$ cat src/rtl/accum_ctrl.sv
// accum_ctrl: debounced single-step controller for an add/subtract accumulator.
// A synchronized, debounced pushbutton press walks the FSM through
// CAPTURE -> EXEC -> CHECK. The datapath gets one Acc_en strobe per press.
// Count and sticky Err are tracked here. Clr overrides every transition.
module accum_ctrl #(
  parameter int N         = 8,
  parameter int DB_CYCLES = 4,
  parameter int COUNT_MAX = 15
) (
  input  logic         Clock,
  input  logic         Resetn,
  input  logic         KEYn,
  input  logic         Clr,
  input  logic         Sub,
  input  logic [N-1:0] Din,
  input  logic         Ovf_in,
  output logic         Acc_en,
  output logic         Acc_sub,
  output logic [N-1:0] Operand,
  output logic         Acc_clr,
  output logic [3:0]   Count,
  output logic         Busy,
  output logic         Err
);

  localparam int          CW   = (DB_CYCLES > 1) ? $clog2(DB_CYCLES) : 1;
  localparam logic [CW-1:0] DB_LAST = CW'(DB_CYCLES - 1);
  localparam logic [3:0]  CMAX = 4'(COUNT_MAX);

  typedef enum logic [2:0] {IDLE, CAPTURE, EXEC, CHECK, HALT} state_t;

  logic          key_s1, key_s2;
  logic          armed;
  logic [CW-1:0] db_cnt;
  logic          db_hit, press;
  state_t        state, nxt;
  logic [3:0]    cnt_inc;

  // Two-flop synchronizer for the raw key. It resets to the released level.
  always_ff @(posedge Clock or negedge Resetn) begin
    if (!Resetn) begin
      key_s1 <= 1'b1;
      key_s2 <= 1'b1;
    end else begin
      key_s1 <= KEYn;
      key_s2 <= key_s1;
    end
  end

  // db_cnt counts earlier consecutive cycles at the level being waited for.
  // When armed, that level is low. When disarmed, it is high.
  assign db_hit = (db_cnt == DB_LAST);
  assign press  = armed & ~key_s2 & db_hit;

  // Debouncer. It fires once on a stable low, then waits for a stable high before re-arming.
  always_ff @(posedge Clock or negedge Resetn) begin
    if (!Resetn) begin
      armed  <= 1'b1;
      db_cnt <= '0;
    end else if (armed) begin
      if (key_s2)      db_cnt <= '0;
      else if (db_hit) begin armed <= 1'b0; db_cnt <= '0; end
      else             db_cnt <= db_cnt + 1'b1;
    end else begin
      if (!key_s2)     db_cnt <= '0;
      else if (db_hit) begin armed <= 1'b1; db_cnt <= '0; end
      else             db_cnt <= db_cnt + 1'b1;
    end
  end

  // FSM state register
  always_ff @(posedge Clock or negedge Resetn) begin
    if (!Resetn) state <= IDLE;
    else         state <= nxt;
  end

  assign cnt_inc = Count + 4'd1;

  // Next-state logic. Clr wins over everything, and presses outside IDLE are dropped.
  always_comb begin
    nxt = state;
    if (Clr) nxt = IDLE;
    else begin
      case (state)
        IDLE:    if (press) nxt = CAPTURE;
        CAPTURE: nxt = EXEC;
        EXEC:    nxt = CHECK;
        CHECK:   nxt = (Ovf_in || cnt_inc == CMAX) ? HALT : IDLE;
        HALT:    nxt = HALT;
        default: nxt = IDLE;
      endcase
    end
  end

  // Moore outputs decoded from the current state
  always_comb begin
    Acc_en = (state == EXEC);
    Busy   = (state == CAPTURE) || (state == EXEC) || (state == CHECK);
  end

  // Operand and operation select are loaded only in CAPTURE and held otherwise
  always_ff @(posedge Clock or negedge Resetn) begin
    if (!Resetn) begin
      Operand <= '0;
      Acc_sub <= 1'b0;
    end else if (state == CAPTURE) begin
      Operand <= Din;
      Acc_sub <= Sub;
    end
  end

  // Count, sticky Err, and the clear strobe echoed one cycle after Clr
  always_ff @(posedge Clock or negedge Resetn) begin
    if (!Resetn) begin
      Count   <= 4'd0;
      Err     <= 1'b0;
      Acc_clr <= 1'b0;
    end else begin
      Acc_clr <= Clr;
      if (Clr) begin
        Count <= 4'd0;
        Err   <= 1'b0;
      end else if (state == CHECK) begin
        if (Ovf_in) Err   <= 1'b1;
        else        Count <= cnt_inc;
      end
    end
  end

endmodule

$ cat config.mk
export PLATFORM = sky130hd
export DESIGN_NAME = accum_ctrl
export DESIGN_NICKNAME = d
export VERILOG_FILES = /design/src/rtl/accum_ctrl.sv
export SDC_FILE = /design/constraint.sdc
export NUM_CORES = 1
export LEC_CHECK = 0
export BUFFER_PORTS_ARGS = -buffer_cell sky130_fd_sc_hd__buf_2
export CORE_AREA = 2 2 54 51
export DETAILED_ROUTE_END_ITERATION = 8
export DIE_AREA = 0 0 56 53
export HOLD_SLACK_MARGIN = 0.08
export PLACE_DENSITY_LB_ADDON = 0.25
export SYNTH_ARGS = -nofsm -noshare
export SYNTH_HDL_FRONTEND = slang
export SYNTH_SLANG_ARGS = --single-unit
$ cat constraint.sdc
create_clock -name Clock -period 3.8 [get_ports Clock]
set_input_delay 0.38 -clock Clock [delete_from_list [all_inputs] [get_ports Clock]]
set_output_delay 0.38 -clock Clock [all_outputs]
set_load 0.01 [all_outputs]
==> results_dict.tcl, run 1 <==
set metrics [dict create \
    top_library_cells_by_usage_in_the_layout_fill_and_taps_aside "sky130_fd_sc_hd__buf_2 (30), sky130_fd_sc_hd__dfrtp_1 (20), sky130_fd_sc_hd__nor2_1 (10), sky130_fd_sc_hd__mux2_2 (10)" \
    vias_in_the_first_global_route 650 \
    p_total_mw 0.7507 \
    period_minus_slack_ns 1.575 \
    layout_commonest_cell "sky130_fd_sc_hd__buf_2" \
    worst-setup-path-type "flop to primary output" \
    syn2layout_area_growth_pct 20.30 \
    die_h_um 53 \
    rsz0062_at_grt "no" \
    syn_area_per_cell_um2 12.72 \
    finalHoldViolations 0 \
    max-clock-path-buffers 2 \
    clk_latency_ns 0.30 \
    tritoncts_num_sinks 23 \
    multi_input_comb_area_um2 372.9 \
    design.die.area_um2 2968 \
    yosys_register_bits 23 \
    n_antenna_cell 0 \
    synth_top_area_share_pct 50.44 \
    route.vias.total 672 \
    cts_htree_levels 1 \
    tightest_hold_margin_ns 0.1677 \
    totalNegativeSetupSlack_ns 0 \
    area.sequential_um2 579.3 \
    clk_pin_slew_ns 0.12 \
    p_per_area_nw_per_um2 628.9 \
    n_fill_cell 225 \
    tritoncts_clock_tree "done" \
    timing.critical_path.slowest_stage_cell "sky130_fd_sc_hd__dfrtp_1" \
    clockRootBuffer "sky130_fd_sc_hd__clkbuf_4" \
    layout.nets 128 \
    crit_path_cell_trace "nor3b_1 > buf_2" \
    final_cells 138 \
    layout-drive-gt1-share_pct 44.55 \
    ys_seq_area_share_pct 58.39 \
    final_core_util_pct 50.11 \
    remaining_drc_errors 0 \
    min-delay-path-class "primary input to flop" \
    drv_slew 0 \
    crit_arrival_ns 1.20 \
    layout_worst_path_cycle_share_pct 41.45 \
    syn_nets 95 \
    coreArea_um2 2382 \
    worst_path_dominant_cell_family "flip-flops" \
    finClkSkew_ns 0.004109 \
    quantity_of_i_o_buffers_inserted_on_ports 30 \
    grt_remaining_overflow 0 \
    path_max_fanout 7 \
    worst_slack_ns 2.225 \
    post-place-ws_ns 2.395 \
    maxCapViolCount 0 \
    fin_area_um2 1194 \
    detailedRoute.firstIterationViolations 4 \
    firstDrtPassIters 2 \
    place.detailed.instances 133 \
    place.gp.congestion 0.7514 \
    wl_um 1625 \
    post-synth-top-area-cell "sky130_fd_sc_hd__dfrtp_1" \
    standard_cell_area_after_detailed_placement_um2 1156 \
    slowest_delay_ns 0.52 \
    worst_slew_pin_slew_ns 0.5003 \
    path_buf_inv 1 \
    ys_warn_count 0 \
    routed_wire_length_per_instance_um 11.78 \
    synth.cell_area_um2 992.2 \
    critical_path.startpoint_type "flop" \
    viasPerCell 4.870 \
    ant_nets 0 \
    grt_util_all_layers_pct 12.47 \
    leakage_dissipation_nw 0.5829 \
    grt_first_pass_wirelength_um 2753 \
    number_of_instances_in_the_synthesized_netlist 78 \
    grt_antenna_before_repair 0 \
    peak_supply_drop_v 0.0004438 \
    outcome "finished clean" \
    postCtsSetupBuffers 0 \
    floorplan.rows 17 \
    dp_hpwl_um 1197 \
    critical_path.endpoint_type "primary output" \
    ioPinCount 31 \
    slew_headroom_pct 66.65 \
    fmax_ghz 0.6348 \
    yosysUniqueCellTypes 24 \
    final-setup-viol-count 0 \
    initial_core_util_pct 41.65 \
    cts-buffers-inserted 3 \
    req_time_crit_path_ns 3.42 \
    ys_top_cells_by_area "sky130_fd_sc_hd__dfrtp_1 (50%), sky130_fd_sc_hd__mux2_2 (11%), sky130_fd_sc_hd__dfstp_2 (7.9%)" \
    grt_start_max_net_pins 24 \
    chipWidth_um 56 \
]
state kept, by name (all words and copies together), names as in the netlist, named ones only:
register / cells
Operand: 8
key_s2: 1
Count: 4
Err: 1
db_cnt: 2
Acc_sub: 1
key_s1: 1
Acc_clr: 1
state: 3
cell type report:
class                           count  area share [%]
Clock buffer                        3           1.887
Clock inverter                      1          0.4193
Inverter                            3          0.9434
Multi-Input combinational cell     48           31.24
Sequential cell                    23           48.53
Tap cell                           28           2.935
Timing Repair Buffer               32           14.05
final timing paths:
kind / from / end / slack (ns) / cells past startpoint
max: state[1] / Acc_en / 2.22 / 2
min: KEYn / key_s1 / 0.17 / 1
max in group asynchronous: Resetn / key_s1 / 2.87 / 2
min reg2reg: key_s1 / key_s2 / 0.37 / 0
min in group asynchronous: Resetn / Acc_clr / 0.56 / 2
max reg2reg: state[0] / Acc_sub / 2.40 / 3
what timing repair did:
action,in CTS,in global routing
hold buffers,1,0
endpoints found under the hold margin,20,0
gates resized for setup,0,0
cells by family (layout without fill, tap and decap cells):
kind of cell / after synthesis / after routing / share of synthesized area, %
and+or+nand+nor: 22 / 22 / 12.99
adders and majority gates: 3 / 3 / 3.784
DFF: 23 / 23 / 58.39
muxes: 10 / 10 / 11.35
xor gates and xnor gates: 6 / 6 / 5.296
AOI/OAI and AO/OA: 7 / 7 / 4.161
buffers and inverters: 7 / 39 / 4.034
metal layers:
metal | wire length, um | track usage (%)
met1 | 762 | 14.66
met2 | 769 | 20.59
met3 | 80 | 5.379
met4 | 13 | 4.365
met5 | 0 | 0
where the power goes:
part	leakage [nW]	switching [mW]	total, mW	internal (mW)
Sequential	0.289	0.0550	0.378	0.323
Clock	0.0177	0.0687	0.108	0.0392
Combinational	0.276	0.116	0.265	0.149
Total	0.583	0.240	0.751	0.511
synthesized netlist by cell type:
cell	instances
sky130_fd_sc_hd__a21oi_1	4
sky130_fd_sc_hd__a22oi_1	1
sky130_fd_sc_hd__and2_1	1
sky130_fd_sc_hd__buf_2	1
sky130_fd_sc_hd__buf_4	1
sky130_fd_sc_hd__buf_6	1
sky130_fd_sc_hd__clkbuf_2	1
sky130_fd_sc_hd__dfrtp_1	20
sky130_fd_sc_hd__dfstp_2	3
sky130_fd_sc_hd__ha_1	3
sky130_fd_sc_hd__inv_1	3
sky130_fd_sc_hd__mux2_2	10
sky130_fd_sc_hd__nand2_1	2
sky130_fd_sc_hd__nand3_1	1
sky130_fd_sc_hd__nand4_1	1
sky130_fd_sc_hd__nand4bb_4	1
sky130_fd_sc_hd__nor2_1	10
sky130_fd_sc_hd__nor3_1	2
sky130_fd_sc_hd__nor3b_1	3
sky130_fd_sc_hd__o21ai_0	1
sky130_fd_sc_hd__o41ai_1	1
sky130_fd_sc_hd__or3_1	1
sky130_fd_sc_hd__xnor2_1	4
sky130_fd_sc_hd__xor2_1	2
Note: power is estimated with default switching activity, not from simulation.
==> run 2: changes to the inputs <==
Settings changed: ABC_AREA from default to 1, CORE_AREA 2 2 54 51 to 2 2 56 52, DIE_AREA 0 0 56 53 to 0 0 58 54.
Clock period 3.8 ns to 1.36 ns, I/O delays scaled along.
==> run 2 against run 1 <==
Compared with the run above: wire length grew 27%; non-clock buffer count grew 13; first-iteration DRC count grew to 6.3 times the previous value; sequential cell count is the same; clock power grew to 2.8 times the previous value; critical endpoint unchanged; largest cell class unchanged.
==> results_dict.tcl, run 2 <==
set metrics [dict create \
    post-place-ws_ns 0.1659 \
    yosys_register_bits 23 \
    final_cells 188 \
    grt_antenna_before_repair 0 \
    post-synth-top-area-cell "sky130_fd_sc_hd__dfrtp_1" \
    fin_area_um2 1424 \
    worst-setup-path-type "flop to primary output" \
    slew_headroom_pct 66.35 \
    place.detailed.instances 169 \
    tightest_hold_margin_ns 0.1032 \
    synth_enable_flop_cells 0 \
    initial_core_util_pct 41.00 \
    viasPerCell 4.410 \
    route.vias.total 829 \
    synth.cell_area_um2 1071 \
    period_minus_slack_ns 1.308 \
    rsz0062_at_grt "yes" \
    syn2layout_area_growth_pct 32.94 \
    layout-drive-gt1-share_pct 41.14 \
    clk_pin_slew_ns 0.12 \
    leakage_dissipation_nw 0.7262 \
    die_h_um 54 \
    r2r_slack_ns 0.08 \
    coreArea_um2 2613 \
    n_antenna_cell 0 \
    ys_warn_count 0 \
    grt_remaining_overflow 0 \
    final-setup-viol-count 0 \
    peak_supply_drop_v 0.0008352 \
    chipWidth_um 58 \
    layout_top_registers "Operand x8, Count x4, state x3" \
    grt_first_pass_wirelength_um 3243 \
    p_per_area_nw_per_um2 1322 \
    place.gp.congestion 0.8796 \
    firstDrtPassIters 4 \
    regMostFlops "Operand" \
    critical_path.endpoint_type "primary output" \
    maxCapViolCount 0 \
    outcome "finished clean" \
    req_time_crit_path_ns 1.22 \
    ys_seq_area_share_pct 54.09 \
    synth_top_area_share_pct 46.73 \
    yosysMostFrequentCell "sky130_fd_sc_hd__inv_1" \
    cts_htree_levels 1 \
    dp_hpwl_um 1456 \
    quantity_of_i_o_buffers_inserted_on_ports 30 \
    worst_slew_pin_slew_ns 0.5048 \
    tritoncts_clock_tree "done" \
    detailedRoute.firstIterationViolations 25 \
    ant_nets 0 \
    wl_um 2059 \
    fmax_ghz 0.7642 \
    syn_area_per_cell_um2 9.737 \
    synthArstFlopShare_pct 100.0 \
    critical_path.startpoint_type "flop" \
    design.die.area_um2 3132 \
    max-clock-path-buffers 2 \
    dominantRegCellSynth "sky130_fd_sc_hd__dfrtp_1" \
    path_max_fanout 4 \
    remaining_drc_errors 0 \
    layout_worst_path_cycle_share_pct 96.21 \
    grt_start_max_net_pins 24 \
    drv_slew 0 \
    finClkSkew_ns 0.001488 \
    crit_arrival_ns 1.17 \
    clockRootBuffer "sky130_fd_sc_hd__clkbuf_4" \
    finalHoldViolations 0 \
    standard_cell_area_after_detailed_placement_um2 1247 \
    ioPinCount 31 \
    tritoncts_num_sinks 23 \
    p_total_mw 1.882 \
    syn_nets 127 \
    totalNegativeSetupSlack_ns 0 \
    vias_in_the_first_global_route 752 \
    routed_wire_length_per_instance_um 10.95 \
    yosysUniqueCellTypes 23 \
    clk_latency_ns 0.30 \
    number_of_instances_in_the_synthesized_netlist 110 \
    yosys-top-cells-count "sky130_fd_sc_hd__inv_1 (22), sky130_fd_sc_hd__dfrtp_1 (20), sky130_fd_sc_hd__nand2_1 (20), sky130_fd_sc_hd__o21ai_2 (11), sky130_fd_sc_hd__nor2_1 (9)" \
    largest_register_ff_count 8 \
    worst_slack_ns 0.05150 \
    ys_top_cells_by_area "sky130_fd_sc_hd__dfrtp_1 (47%), sky130_fd_sc_hd__o21ai_2 (9.0%), sky130_fd_sc_hd__inv_1 (7.7%)" \
    final_core_util_pct 54.50 \
    floorplan.rows 18 \
    layout_commonest_cell "sky130_fd_sc_hd__buf_2" \
    top_library_cells_by_usage_in_the_layout_fill_and_taps_aside "sky130_fd_sc_hd__buf_2 (30), sky130_fd_sc_hd__inv_1 (22), sky130_fd_sc_hd__nand2_1 (19)" \
    layout.nets 176 \
    cts-buffers-inserted 3 \
    min-delay-path-class "primary input to flop" \
    grt_util_all_layers_pct 13.93 \
]
run 2: cell count changes after synthesis, sizes merged, moves of 2 or more:
| cell | change |
|---|---|
| buf | -2 |
| nand3 | +3 |
| mux2 | -10 |
| xor2 | -2 |
| nor3b | -3 |
| inv | +20 |
| xnor2 | -3 |
| o21ai | +11 |
| nand2 | +22 |
run 2: what timing repair did:
| item | 4_1_cts | 5_1_grt |
|---|---|---|
| cloned | 0 | 0 |
| hold buffers | 12 | 0 |
| hold endpoints to repair | 35 | 0 |
| setup buffers | 3 | 0 |
| endpoints found under the setup margin | 1 | 2 |
| pin swaps | 0 | 1 |
| gates resized for setup | 2 | 2 |
run 2: cells by family (layout without fill, tap and decap cells):
family / Yosys count / in the layout / synth area share, %
AOI/OAI and AO/OA: 17 / 17 / 13.43
xor gates and xnor gates: 1 / 1 / 0.8179
adders and majority gates: 3 / 3 / 3.505
buffers and inverters: 25 / 73 / 9.462
DFF: 23 / 23 / 54.09
and+or+nand+nor: 41 / 41 / 18.69
run 2: area by class of cell:
class                      count  area, um2
fill                         253       1189
sequential                    23      581.8
multi-input combinational     62      395.4
timing repair buffer          45      292.8
inverter                      24      90.09
tap                           30      37.54
clock buffer                   4      26.28
run 2: per-layer routing:
metal	vias up	part of all wire, %	global-route usage [%]
li1	435	-	-
met1	367	45	16.82
met2	25	49	24.81
met3	2	5.6	2.404
met4	0	0.49	5.814
met5	-	0	0
run 2: worst paths after layout:
check | start | to | cells past startpoint
min reg2reg | key_s1 | key_s2 | 0
max in group asynchronous | Resetn | state[0] | 2
min | Ovf_in | Err | 3
max | state[0] | Acc_en | 4
max reg2reg | state[2] | Operand[3] | 5
min in group asynchronous | Resetn | Count[2] | 2
run 2: report_power, final:
group / internal (mW) / total, mW / switching [mW]
Combinational: 0.284 / 0.599 / 0.315
Sequential: 0.877 / 0.977 / 0.0991
Clock: 0.114 / 0.307 / 0.192
run 2: critical path, stage by stage (launching register included):
cell,delay (ns)
sky130_fd_sc_hd__dfrtp_2,0.44
sky130_fd_sc_hd__nor2_1,0.11
sky130_fd_sc_hd__inv_1,0.07
sky130_fd_sc_hd__nor2_2,0.11
sky130_fd_sc_hd__buf_2,0.14
==> run 3: changes to the inputs <==
Settings changed: CORE_AREA 2 2 56 52 to 2 2 66 62, DIE_AREA 0 0 58 54 to 0 0 68 64.
==> run 3 against run 2 <==
Compared with the run above: clock skew up 0.0047 ns; count of clock-buffer cells in the layout fell by 1; sequential share of layout area grew 2.3 points; clock power grew 39%; combinational power decreased by 5.3%; global-route usage fell by 3.9 points; critical path depth stayed put; cell area fell by 5.3%; first-iteration DRC count fell by 20%; register-to-register slack gained 0.11 ns.
==> results_dict.tcl, run 3 (synthesis results as in run 2) <==
set metrics [dict create \
    worst_slew_pin_slew_ns 0.5210 \
    p_sw_mw 0.6297 \
    n_antenna_cell 0 \
    top_library_cells_by_usage_in_the_layout_fill_and_taps_aside "sky130_fd_sc_hd__buf_2 (30), sky130_fd_sc_hd__inv_1 (22), sky130_fd_sc_hd__nand2_1 (20)" \
    layout_top_registers "Operand x8, Count x4, state x3" \
    crit_path_cell_trace "nor2_1 > inv_1 > nor2_2 > buf_2" \
    clk_pin_slew_ns 0.09 \
    largest_register_ff_count 8 \
    place.detailed.instances 185 \
    power.clock.fraction_pct 21.6 \
    layout_worst_path_cycle_share_pct 94.03 \
    postCtsSetupBuffers 0 \
    routed_wire_length_per_instance_um 10.32 \
    tightest_hold_margin_ns 0.1021 \
    slowest_delay_ns 0.45 \
    layout_commonest_cell "sky130_fd_sc_hd__buf_2" \
    path_max_fanout 5 \
    crit_start "state[0]" \
    seq_power_share_pct 49.6 \
    ioPinCount 31 \
    critical_path.startpoint_type "flop" \
    drv_slew 0 \
    wl_um 1982 \
    leakage_dissipation_nw 0.6829 \
    path_buf_inv 2 \
    final_core_util_pct 37.20 \
    place.gp.congestion 0.7016 \
    rr_startpoint "Count[1]" \
    layout.nets 164 \
    maxCapViolCount 0 \
    slew_headroom_pct 65.27 \
    period_minus_slack_ns 1.279 \
    crit_arrival_ns 1.14 \
    layout-drive-gt1-share_pct 42.47 \
    grt_first_pass_wirelength_um 3229 \
    grt_start_max_net_pins 24 \
    worst-setup-path-type "flop to primary output" \
    design.die.area_um2 4352 \
    chipWidth_um 68 \
    outcome "finished clean" \
    peak_supply_drop_v 0.0006679 \
    power_switching_share_pct 31.93 \
    cts-buffers-inserted 3 \
    r2r_slack_ns 0.19 \
    worst_path_dominant_cell_family "flip-flops" \
    tritoncts_clock_tree "done" \
    grt_util_all_layers_pct 10.02 \
    quantity_of_i_o_buffers_inserted_on_ports 30 \
    coreArea_um2 3626 \
    final_cells 192 \
    p_total_mw 1.972 \
    floorplan.rows 21 \
    die_h_um 64 \
    vias_in_the_first_global_route 731 \
    fmax_ghz 0.7819 \
    totalNegativeSetupSlack_ns 0 \
    clk_latency_ns 0.26 \
    max-clock-path-buffers 2 \
    req_time_crit_path_ns 1.22 \
    firstDrtPassIters 2 \
    grt_antenna_before_repair 0 \
    last_element_of_the_critical_path "Acc_en" \
    crit-reg2reg-capture "state[2]" \
    worst-path-stages 4 \
    dp_hpwl_um 1477 \
    tritoncts_num_sinks 23 \
    internal_power_mw 1.342 \
    viasPerCell 4.240 \
    p_per_area_nw_per_um2 1462 \
    initial_core_util_pct 29.54 \
    final-setup-viol-count 0 \
    min-delay-path-class "primary input to flop" \
    remaining_drc_errors 0 \
    ant_nets 0 \
    finalHoldViolations 0 \
    clockRootBuffer "sky130_fd_sc_hd__clkbuf_8" \
    syn2layout_area_growth_pct 25.93 \
    p_comb_share_pct 28.8 \
    route.vias.total 814 \
    regMostFlops "Operand" \
    grt_remaining_overflow 0 \
    cts_htree_levels 1 \
    detailedRoute.firstIterationViolations 20 \
    timing.reg2reg.worst_path_depth 7 \
    n_fill_cell 372 \
    critical_path.endpoint_type "primary output" \
    timing.critical_path.slowest_stage_cell "sky130_fd_sc_hd__dfrtp_2" \
    finClkSkew_ns 0.006233 \
]
[run 3: worst register-to-register path: stages (launching register included)]
cell and delay [ns]:
sky130_fd_sc_hd__dfrtp_1 0.45, sky130_fd_sc_hd__ha_1 0.21, sky130_fd_sc_hd__inv_1 0.04, sky130_fd_sc_hd__nand2_1 0.05, sky130_fd_sc_hd__nand2_1 0.07, sky130_fd_sc_hd__nor2_1 0.10
sky130_fd_sc_hd__nand2_1 0.07, sky130_fd_sc_hd__a21oi_2 0.11
[run 3: metal layers]
layer,up-vias,global-route usage [%],routed length [um]
met4,0,3.750,23
li1,410,-,-
met5,-,0,0
met1,372,11.88,888
met3,2,4.930,170
met2,30,15.41,899
[run 3: power by group through the flow]
stage	Sequential (mW)	Combinational, mW	Clock (mW)
global route	1.01	0.644	0.475
global placement	0.988	0.556	0
detailed placement	0.990	0.578	0
floorplan	1.05	0.290	0
finish	0.978	0.567	0.426
CTS	0.985	0.581	0.448
[run 3: how the worst min path moves through the flow]
stage | from | to | slack (ns) | depth (start not counted)
5_1_grt | Din[2] | Operand[2] | 0.1 | 3
2_1_floorplan | Resetn | Acc_clr | -0.16 | 0
4_1_cts | Din[6] | Operand[6] | 0.09 | 3
3_3_place_gp | Resetn | Err | 0.14 | 1
3_5_place_dp | Resetn | Err | 0.15 | 1
6_report | Din[5] | Operand[5] | 0.10 | 3
[run 3: layout make-up]
cell class	count	area [um2]	area share, %
repair buffers	33	180.2	13.36
multi-input cells	62	392.9	29.13
inverters	24	90.09	6.679
flip-flops and latches	23	581.8	43.14
well taps	46	57.56	4.267
clock buffers	3	41.29	3.061
clock inverters	1	5.005	0.3711
[run 3: timing repair]
item | in CTS | in global routing
hold endpoints to repair | 22 | 0
setup endpoints to repair | 1 | 1
gates resized for setup | 1 | 2
hold buffers | 3 | 0
[run 3: metrics by stage]
| stage | area (um2) | setup WS [ns] |
|---|---|---|
| 6_report | 1349 | 0.08113 |
| 3_3_place_gp | 1267 | 0.2068 |
| 4_1_cts | 1345 | 0.0001393 |
| 2_1_floorplan | 1071 | 0.2617 |
| 3_5_place_dp | 1267 | 0.1832 |
| 5_1_grt | 1349 | -0.004533 |
